--- src/rtl/rom_pipelined_adder_pkg.sv ---
// rom_adder_pkg: shared sizing helpers and ROM entry layout for the pipelined ROM adder.
// Latency: n/a (compile-time definitions only).
// Backpressure: n/a.
//   total_width()    - adder width built from SLICE_WIDTH * NUM_SLICES
//   rom_addr_width() - slice ROM address width, {cin, a_s, b_s} = 2*SLICE_WIDTH+1
//   rom_entry_t      - {cout, sum} entry layout at the default slice width

package rom_adder_pkg;

  localparam int DEF_SLICE_WIDTH = 4;
  localparam int DEF_NUM_SLICES  = 4;

  function automatic int total_width(input int slice_width, input int num_slices);
    return slice_width * num_slices;
  endfunction

  function automatic int rom_addr_width(input int slice_width);
    return 2 * slice_width + 1;
  endfunction

  // Entry layout: carry-out above the slice sum. Each slice LUT uses the
  // same {cout, sum} ordering at its own SLICE_WIDTH.
  typedef struct packed {
    logic                       cout;
    logic [DEF_SLICE_WIDTH-1:0] sum;
  } rom_entry_t;

endpackage

--- src/rtl/rom_pipelined_adder_if.sv ---
// rom_pipelined_adder_if: operand and result channels of the pipelined ROM adder.
// Latency: n/a (wires only).
// Backpressure: valid/ready on both channels; in_ready is driven by the adder.
//   in_valid/in_ready/a/b/cin - operand channel (master -> adder)
//   out_valid/out_ready/sum   - result channel (adder -> master), sum = {cout, a+b+cin}
//   ovf                       - signed overflow, only when ROM_ADDER_OVF_EN is defined

interface rom_pipelined_adder_if #(
  parameter int SLICE_WIDTH = 4,
  parameter int NUM_SLICES  = 4
);
  import rom_adder_pkg::*;

  localparam int TW = total_width(SLICE_WIDTH, NUM_SLICES);

  logic          in_valid;
  logic          in_ready;
  logic [TW-1:0] a;
  logic [TW-1:0] b;
  logic          cin;
  logic          out_valid;
  logic          out_ready;
  logic [TW:0]   sum;
`ifdef ROM_ADDER_OVF_EN
  logic          ovf;
`endif

  // Source/sink side (testbench or surrounding datapath).
  modport master (
    output in_valid, a, b, cin, out_ready,
    input  in_ready, out_valid, sum
`ifdef ROM_ADDER_OVF_EN
    , input ovf
`endif
  );

  // Adder side.
  modport slave (
    input  in_valid, a, b, cin, out_ready,
    output in_ready, out_valid, sum
`ifdef ROM_ADDER_OVF_EN
    , output ovf
`endif
  );

endinterface

--- src/rtl/rom_pipelined_adder_rom_slice.sv ---
// rom_slice_lut: constant truth table for one slice, {cout_s, sum_s} = a_s + b_s + cin_s.
// Latency: 0 cycles (combinational read).
// Backpressure: none; pure lookup.
//   addr_i - {cin_s, a_s, b_s}
//   data_o - {cout_s, sum_s}, SLICE_WIDTH+1 bits

module rom_slice_lut #(
  parameter int SLICE_WIDTH = 4
) (
  input  logic [rom_adder_pkg::rom_addr_width(SLICE_WIDTH)-1:0] addr_i,
  output logic [SLICE_WIDTH:0]                                  data_o
);
  import rom_adder_pkg::*;

  localparam int SW    = SLICE_WIDTH;
  localparam int AW    = rom_addr_width(SLICE_WIDTH);
  localparam int DEPTH = 1 << AW;
  localparam int MASK  = (1 << SW) - 1;

  logic [SW:0] rom [DEPTH];

  // Table contents are derived from the address fields at elaboration time,
  // so every entry is a constant and synthesis folds this into a ROM.
  for (genvar i = 0; i < DEPTH; i++) begin : g_rom
    localparam int CIN_V = i >> (2 * SW);
    localparam int A_V   = (i >> SW) & MASK;
    localparam int B_V   = i & MASK;
    localparam logic [SW:0] ENTRY = (SW + 1)'(A_V + B_V + CIN_V);
    assign rom[i] = ENTRY;
  end

  assign data_o = rom[addr_i];

endmodule

--- src/rtl/rom_pipelined_adder.sv ---
// rom_pipelined_adder: TOTAL_WIDTH adder built from NUM_SLICES ROM slices, one register stage per slice.
// Latency: NUM_SLICES cycles from accept to out_valid; one result per cycle when unstalled.
// Backpressure: global stall, in_ready = !out_valid || out_ready; every stage holds while stalled.
//   clk, rst_n - rising-edge clock, asynchronous active-low reset
//   bus        - rom_pipelined_adder_if.slave (operands in, {cout, sum} out)
//   Optional: ROM_ADDER_OVF_EN adds a registered signed-overflow flag on bus.ovf.

module rom_pipelined_adder #(
  parameter int SLICE_WIDTH = 4,
  parameter int NUM_SLICES  = 4
) (
  input logic                  clk,
  input logic                  rst_n,
  rom_pipelined_adder_if.slave bus
);
  import rom_adder_pkg::*;

  localparam int SW = SLICE_WIDTH;
  localparam int NS = NUM_SLICES;
  localparam int TW = total_width(SLICE_WIDTH, NUM_SLICES);
  localparam int AW = rom_addr_width(SLICE_WIDTH);

  logic en;
  logic out_vld;

  // One enable for the whole pipeline: it only moves when the output
  // register is empty or being drained this cycle.
  assign en           = !out_vld || bus.out_ready;
  assign bus.in_ready = en;

  for (genvar k = 0; k < NS; k++) begin : g_stage
    // Operand bits still unconsumed on entry to this stage: slice k and up.
    localparam int SRC_W = TW - k * SW;

    logic [SRC_W-1:0]     a_src;
    logic [SRC_W-1:0]     b_src;
    logic                 c_src;
    logic                 v_src;
    logic [AW-1:0]        lut_addr;
    logic [SW:0]          lut_dat;
    // Sum slices 0..k, assembled lowest slice first.
    logic [(k+1)*SW-1:0]  acc_d;
    logic [(k+1)*SW-1:0]  acc_q;
    logic                 carry_q;
    logic                 valid_q;

    if (k == 0) begin : g_src
      assign a_src = bus.a;
      assign b_src = bus.b;
      assign c_src = bus.cin;
      // Loads only when en is high, and in_ready == en, so this is in_valid && in_ready.
      assign v_src = bus.in_valid;
      assign acc_d = lut_dat[SW-1:0];
    end else begin : g_src
      assign a_src = g_stage[k-1].g_skew.a_hi_q;
      assign b_src = g_stage[k-1].g_skew.b_hi_q;
      assign c_src = g_stage[k-1].carry_q;
      assign v_src = g_stage[k-1].valid_q;
      assign acc_d = {lut_dat[SW-1:0], g_stage[k-1].acc_q};
    end

    assign lut_addr = {c_src, a_src[SW-1:0], b_src[SW-1:0]};

    rom_slice_lut #(
      .SLICE_WIDTH (SW)
    ) u_lut (
      .addr_i (lut_addr),
      .data_o (lut_dat)
    );

    always_ff @(posedge clk or negedge rst_n) begin
      if (!rst_n) begin
        acc_q   <= '0;
        carry_q <= 1'b0;
        valid_q <= 1'b0;
      end else if (en) begin
        acc_q   <= acc_d;
        carry_q <= lut_dat[SW];
        valid_q <= v_src;
      end
    end

    // Skew registers: upper operand slices travel alongside the carry so
    // that each stage sees the slice belonging to the same transaction.
    // The last stage has nothing left to forward.
    if (k < NS - 1) begin : g_skew
      logic [SRC_W-SW-1:0] a_hi_q;
      logic [SRC_W-SW-1:0] b_hi_q;

      always_ff @(posedge clk or negedge rst_n) begin
        if (!rst_n) begin
          a_hi_q <= '0;
          b_hi_q <= '0;
        end else if (en) begin
          a_hi_q <= a_src[SRC_W-1:SW];
          b_hi_q <= b_src[SRC_W-1:SW];
        end
      end
    end
  end

  assign out_vld       = g_stage[NS-1].valid_q;
  assign bus.out_valid = out_vld;
  assign bus.sum       = {g_stage[NS-1].carry_q, g_stage[NS-1].acc_q};

`ifdef ROM_ADDER_OVF_EN
  // The operand MSBs reach the last stage through the skew registers, so
  // overflow is formed next to the top slice and registered with it.
  logic ovf_d;
  logic ovf_q;

  assign ovf_d = (g_stage[NS-1].a_src[SW-1] == g_stage[NS-1].b_src[SW-1]) &&
                 (g_stage[NS-1].lut_dat[SW-1] != g_stage[NS-1].a_src[SW-1]);

  always_ff @(posedge clk or negedge rst_n) begin
    if (!rst_n) begin
      ovf_q <= 1'b0;
    end else if (en) begin
      ovf_q <= ovf_d;
    end
  end

  assign bus.ovf = ovf_q;
`endif

endmodule

--- src/flat_wrapper.sv ---
// flat-port wrapper written by rule: the top's interface ports become plain ports
module rom_pipelined_adder_flat import rom_adder_pkg::*;
#(
  parameter int SLICE_WIDTH = 4,
  parameter int NUM_SLICES  = 4
)
  (clk, rst_n, bus_in_valid, bus_a, bus_b, bus_cin, bus_out_ready, bus_in_ready, bus_out_valid, bus_sum);
  rom_pipelined_adder_if #(.SLICE_WIDTH(SLICE_WIDTH), .NUM_SLICES(NUM_SLICES)) bus_i ();
  input logic clk;
  input logic rst_n;
  input wire logic [$bits(bus_i.in_valid)-1:0] bus_in_valid;
  input wire logic [$bits(bus_i.a)-1:0] bus_a;
  input wire logic [$bits(bus_i.b)-1:0] bus_b;
  input wire logic [$bits(bus_i.cin)-1:0] bus_cin;
  input wire logic [$bits(bus_i.out_ready)-1:0] bus_out_ready;
  output wire logic [$bits(bus_i.in_ready)-1:0] bus_in_ready;
  output wire logic [$bits(bus_i.out_valid)-1:0] bus_out_valid;
  output wire logic [$bits(bus_i.sum)-1:0] bus_sum;
  assign bus_i.in_valid = bus_in_valid;
  assign bus_i.a = bus_a;
  assign bus_i.b = bus_b;
  assign bus_i.cin = bus_cin;
  assign bus_i.out_ready = bus_out_ready;
  assign bus_in_ready = bus_i.in_ready;
  assign bus_out_valid = bus_i.out_valid;
  assign bus_sum = bus_i.sum;
  rom_pipelined_adder #(.SLICE_WIDTH(SLICE_WIDTH), .NUM_SLICES(NUM_SLICES)) u_core (.clk(clk), .rst_n(rst_n), .bus(bus_i));
endmodule
--- config.mk ---
export PLATFORM = sky130hd
export DESIGN_NAME = rom_pipelined_adder_flat
export DESIGN_NICKNAME = d
export VERILOG_FILES = /design/src/rtl/rom_pipelined_adder_pkg.sv /design/src/rtl/rom_pipelined_adder_if.sv /design/src/rtl/rom_pipelined_adder_rom_slice.sv /design/src/rtl/rom_pipelined_adder.sv /design/src/flat_wrapper.sv
export SDC_FILE = /design/constraint.sdc
export NUM_CORES = 1
export LEC_CHECK = 0
export CAP_MARGIN = 20
export CORE_UTILIZATION = 42
export DETAILED_ROUTE_END_ITERATION = 16
export HOLD_SLACK_MARGIN = 0.08
export MAX_ROUTING_LAYER = met4
export PLACE_DENSITY_LB_ADDON = 0.12
export SLEW_MARGIN = 20
export SYNTH_ARGS = -nofsm -noshare
export SYNTH_HDL_FRONTEND = slang
export SYNTH_SLANG_ARGS = --single-unit
--- constraint.sdc ---
create_clock -name clk -period 2.8 [get_ports clk]
set_clock_uncertainty 0.15 [all_clocks]
set_input_delay 0.7 -clock clk [delete_from_list [all_inputs] [get_ports clk]]
set_output_delay 0.7 -clock clk [all_outputs]
set_load 0.01 [all_outputs]
* Word-level counts from Yosys, hierarchy flattened *
Memory sizes are Yosys's and may differ from the RTL's. A register that Yosys moved wholly into a read port is not among the register bits.
Cells that the tools add are included.

cells by class
  mux-type cells = 6
  order comparisons = 3
  bitwise gates (word level) = 4
  reductions and logical operators = 6

operator list
  cell                                                        number
  9-bit inverter with 10-bit output                           4
  10-bit greater-or-equal comparator (second input constant)  3
  5-bit 2-to-1 mux                                            6
  1-bit zero test                                             5
  1-bit logical OR                                            1

word-level totals
  memory bits (read-only) = 10,240
  memories = 4
  input port bits = 37
  bits in registers = 88
  output and inout port bits = 19
  word-level logic and storage cells = 36

memories
  name              words  bits a word  rd ports  clocked after memory_dff  write ports  line                                 RTL
  (name not given)  512    5            1         1                         0            rom_pipelined_adder_rom_slice.sv:32  assign data_o = rom[addr_i];
  (name not given)  512    5            1         1                         0            rom_pipelined_adder_rom_slice.sv:32
  (name not given)  512    5            1         1                         0            rom_pipelined_adder_rom_slice.sv:32
  (name not given)  512    5            1         1                         0            rom_pipelined_adder_rom_slice.sv:32

* Logic depth before layout (Yosys ltp) *
Gate-level depths: netlist of the first run.

  depth after elaboration = 4
  mapped depth = 10
  gate-level depth less buffers = 8

* Modules after synthesis *
From an unflattened synthesis of the first run, not the netlist that was laid out.

second synthesis, totals
  cells, all modules = 874
  area, all modules = 8,189.1 um^2

by module, submodules not included
  module                                        instances  area each (um^2)  sequential area each (um^2)  cells each
  rom_pipelined_adder                           1          3,691.0           2,402.3                      205
  rom_slice_lut at u_core.g_stage[1].u_lut ...  3          1,113.6           0.0                          167
  rom_slice_lut at u_core.g_stage[0].u_lut      1          1,157.4           0.0                          168

* Worst setup path before layout of the first run *
OpenSTA, ideal clock, no wires.

  kind = input to register
  start point = input port bus_b[2]
  end point = register u_core.g_stage[0].acc_q[3]
  data required time = 2.555 ns
  setup time = 0.095 ns
  cell stages on the path = 8
  arrival time = 2.301 ns
  slack = 0.254 ns
  buffers on the path = 1
  cells stage by stage = buf_6 -> clkinv_1 -> ha_1 -> mux4_2 -> o211ai_2 -> o311a_1 -> nor4b_1 -> o31ai_1

on the way
  word-level cells in the longest chain between the ends = 1

RTL lines
  element                                                  line                                 RTL
  start: declaration                                       flat_wrapper.sv:13                   input wire logic [$bits(bus_i.b)-1:0] bus_b;
  9-bit inverter with 10-bit output (implied by the code)  rom_pipelined_adder_rom_slice.sv:32
  end: declaration                                         rom_pipelined_adder.sv:43            logic [(k+1)*SW-1:0] acc_q;

No other way between the ends.
A chain may end at the register's enable or synchronous reset.

* Worst setup path after layout of the first run *
  start point = input port bus_out_ready
  end point = output port bus_in_ready

on the way
  word-level cells in the longest chain between the ends = 1

RTL lines
  element             line                       RTL
  start: declaration  flat_wrapper.sv:15         input wire logic [$bits(bus_i.out_ready)-1:0] bus_out_ready;
  1-bit logical OR    rom_pipelined_adder.sv:28  assign en = !out_vld || bus.out_ready;
  end: declaration    flat_wrapper.sv:16         output wire logic [$bits(bus_i.in_ready)-1:0] bus_in_ready;

No other way between the ends.

==> results.sh, run 1 <==
export IMPL_core_rowCount=50
export IMPL_post_drt_wl_per_cell_um=15.7
export IMPL_area_growth_pct=18.0
export IMPL_synth_fp_nets=1138
export IMPL_synth_seq_cells=96
export IMPL_crit_chain="clkdlybuf4s50_1 > nor2b_4 > clkinv_2 > clkdlybuf4s50_1"
export IMPL_rsz0062_at_grt="no"
export IMPL_cts_root_buf="clkbuf_16"
export IMPL_avgViaCountPerCell=5.72
export IMPL_fin_nets=1189
export IMPL_p_int_mw=5.13
export IMPL_clk_pin_slew_ns=0.07
export IMPL_seqPwrFrac_pct=27.5
export IMPL_pin_count=56
export IMPL_drt_total_wl_um=21200
export IMPL_end_kind="primary output"
export IMPL_grt_max_degree=65
export IMPL_startpoint_type="primary input"
export IMPL_status="complete, no violations"
export IMPL_synth_edf_count=0
export IMPL_ys_warn_count=0
export IMPL_dp_hpwl_um=14800
export IMPL_first_global_vias=6947
export IMPL_crit_fanout=2
export IMPL_numCtsBuffers=9
export IMPL_dp_cells=1334
export IMPL_p_leak_nw=4.17
export IMPL_pwr_share_clk_pct=12.9
export IMPL_cts_hold_buf=0
export IMPL_worst_pin_slew_ns=0.599
export IMPL_async_flop_share_pct=100
export IMPL_num_antenna_cells=0
export IMPL_p_sw_share_pct=46.3
export IMPL_antenna_found_initial=0
export IMPL_clk_latency_ns=0.35
export IMPL_synth_area_per_cell_um2=7.58
export IMPL_cp_arrival_ns=1.88
export IMPL_crit_type="primary input to primary output"
export IMPL_r2r_slack_ns=0.21
export IMPL_core_um2=18800
export IMPL_slew_violations=0
export IMPL_ir_drop_uv=348
export IMPL_grtUsageMet2_pct=34.2
export IMPL_synth_ff_type="dfrtp_1"
export IMPL_grt_pass1_wl_um=35600
export IMPL_h_tree_depth=3
export IMPL_drive_gt1_share_pct=11.5
export IMPL_cellPowerDensity_nw_per_um2=1010
export IMPL_stdcell_count=1351
export IMPL_die_h_um=140
export IMPL_dr_pass1_iters=5
export IMPL_cts_sinks=96
export IMPL_drc=0
export IMPL_vias=7732
export IMPL_p_sw_mw=4.43
export IMPL_cp_slowest_cell="clkdlybuf4s50_1"
export IMPL_drt_iter0_markers=619
export IMPL_combPwrFrac_pct=59.6
export IMPL_slew_headroom_pct=60.0
export IMPL_drv_cap=0
export IMPL_synth_seq_area_share_pct=29.9
export IMPL_met1_usage_pct=32.4
export IMPL_grt_overflow_total=0
export IMPL_setup_viol=0
export IMPL_syn_instance_count=1061
export IMPL_max_freq_mhz=366
export IMPL_antenna_left=0
export IMPL_use_met3_pct=1.95
export IMPL_timing_final_crit_share_pct=97.5
export IMPL_clockBufferDepth=2
export IMPL_hold_path_class="primary input to asynchronous set/reset pin"
export IMPL_die_x_um=140
export IMPL_dieArea_um2=19700
export IMPL_initial_core_util_pct=42.9
export IMPL_period_needed_ns=2.73
export IMPL_routabilityCongestion=0.872
export IMPL_numPortBuffers=55
export IMPL_busiest_layer="met2"
export IMPL_holdWs_ns=0.114
export IMPL_finalHoldViolCount=0
export IMPL_cts_tree="built"
export IMPL_ys_types=69
export IMPL_grt_usage_pct=22.6
export IMPL_synth_cell_area_um2=8040
export IMPL_required_ns=1.95
export IMPL_cp_common_cell="clkdlybuf4s50_1"
export IMPL_critPathMaxStageDelay_ns=0.57
export IMPL_fin_tns_setup_ns=0
[cells in the final DEF (no fill, tap or decap), drive strengths merged, types with 7 or more instances in the layout]
cell,synthesis,layout
mux4,7,7
ha,40,40
xnor2,12,12
o21ai,78,78
a31oi,19,19
nand2b,27,27
nor3,12,12
a311oi,13,13
buf,41,86
a2111oi,9,9
clkbuf,59,9
nand3,22,22
o31ai,7,7
dfrtp,96,96
o211a,7,7
nor2b,20,20
a211oi,21,21
nor2,44,44
mux2i,12,12
a21o,7,7
clkdlybuf4s50,0,52
a21oi,66,66
inv,36,39
maj3,13,13
nand2,251,251
o22ai,8,8
o211ai,22,22
clkinv,6,9
[per-stage QoR]
stage | area, µm² | power [mW] | setup slack, ns | util (%)
floorplan | 8040 | 6.62 | 0.254 | -
global placement | 9160 | 8.27 | -0.317 | 48.8
detailed placement | 9160 | 8.29 | -0.345 | 48.8
CTS | 9470 | 9.57 | 0.0230 | 50.5
global route | 9490 | 10.4 | 0.0315 | 50.6
finish | 9490 | 9.56 | 0.0704 | 50.6
[synth_stat cells, types with 5 or more instances]
cell type    n  area [µm²]
or3_1        5        31.3
nor3_1      12        60.1
nand2b_1    27         169
xnor2_1     12         105
o211ai_1    21         158
buf_1       11        41.3
mux2_2       5        56.3
mux4_2       7         158
o221ai_1     5        43.8
a2111oi_0    7        61.3
a211oi_1    21         158
dfrtp_1     96        2400
maj3_1      13         130
clkinv_1     6        22.5
buf_2       26         130
nor2b_1     20         125
and3_1       6        37.5
nand2_1    251         942
nor2_1      44         165
o31ai_1      7        52.6
o211a_1      7        70.1
o22ai_1      8        50.1
ha_1        40         500
o311a_1      6        60.1
a311oi_1    13         114
a31oi_1     19         119
a211o_1      5        43.8
a21oi_1     66         330
inv_1       35         131
o21ai_0     78         390
clkbuf_1    59         221
a311o_1      6        60.1
a21o_1       7        52.6
nand3_1     22         110
mux2i_1     12         120
[what timing repair did]
| action | in CTS | in global routing |
|---|---|---|
| setup buffers | 0 | 1 |
| setup endpoints to repair | 0 | 1 |
| gates resized for setup | 0 | 6 |
[per-layer routing]
metal,vias up,wire (µm)
met5,-,0
met4,0,242
met3,18,740
met2,178,9580
met1,3658,10600
li1,3878,-
[worst max-delay path, delay by kind of cell]
kind | cells | cell delay (ns)
buf+inv | 3 | 1.12
simple gates | 1 | 0.05
[cells by family (layout without fill, tap and decap cells)]
family                     Yosys count  in the layout  share of synthesized area [%]
buffers and inverters              142            198                           7.26
AOI/OAI and AO/OA                  319            319                           26.7
adders and majority gates           53             53                           7.84
muxes                               24             24                           4.15
DFF                                 96             96                           29.9
and+or+nand+nor                    415            415                           22.9
xor gates and xnor gates            12             12                           1.31
[area by class of cell]
class / instances / area (µm²)
fillers: 1845 / 9280
flip-flops and latches: 96 / 2400
clock inverters: 7 / 85.1
repair buffers: 140 / 1250
well taps: 234 / 293
inverters: 42 / 159
clock buffers: 9 / 225
multi-input cells: 823 / 5070
[power groups by stage]
stage	clock network, mW	registers, mW	logic, mW
2_1_floorplan	0	2.37	4.25
3_3_place_gp	0	2.65	5.62
3_5_place_dp	0	2.65	5.65
4_1_cts	1.26	2.63	5.68
5_1_grt	1.33	2.74	6.37
6_report	1.23	2.63	5.70
[sequential cells by signal, indices dropped and copies added, names as in the netlist]
register	cells
u_core.g_stage.acc_q	40
u_core.g_stage.g_skew.a_hi_q	24
u_core.g_stage.g_skew.b_hi_q	24
u_core.g_stage.carry_q	4
u_core.g_stage.valid_q	3
u_core.bus.out_valid	1
[final timing paths]
path	start	endpoint	depth (start not counted)
max	bus_out_ready	bus_in_ready	4
min	rst_n	u_core.g_stage[0].g_skew.a_hi_q[0]$_DFFE_PN0P_	1
max reg2reg	u_core.g_stage[1].g_skew.b_hi_q[1]$_DFFE_PN0P_	u_core.g_stage[2].carry_q$_DFFE_PN0P_	8
min reg2reg	u_core.g_stage[2].valid_q$_DFFE_PN0P_	u_core.g_stage[2].valid_q$_DFFE_PN0P_	2
max in group asynchronous	rst_n	u_core.g_stage[2].g_skew.b_hi_q[2]$_DFFE_PN0P_	2
min in group clk	u_core.g_stage[2].valid_q$_DFFE_PN0P_	u_core.g_stage[2].valid_q$_DFFE_PN0P_	2
Power figures use the tool's default switching activity.
==> run 2, diff against run 1 <==
SKIP_CTS_REPAIR_TIMING = 1   (was default)
==> results of run 2 <==
Same layout as run 1: the final DEF is identical, and so are final timing and power.
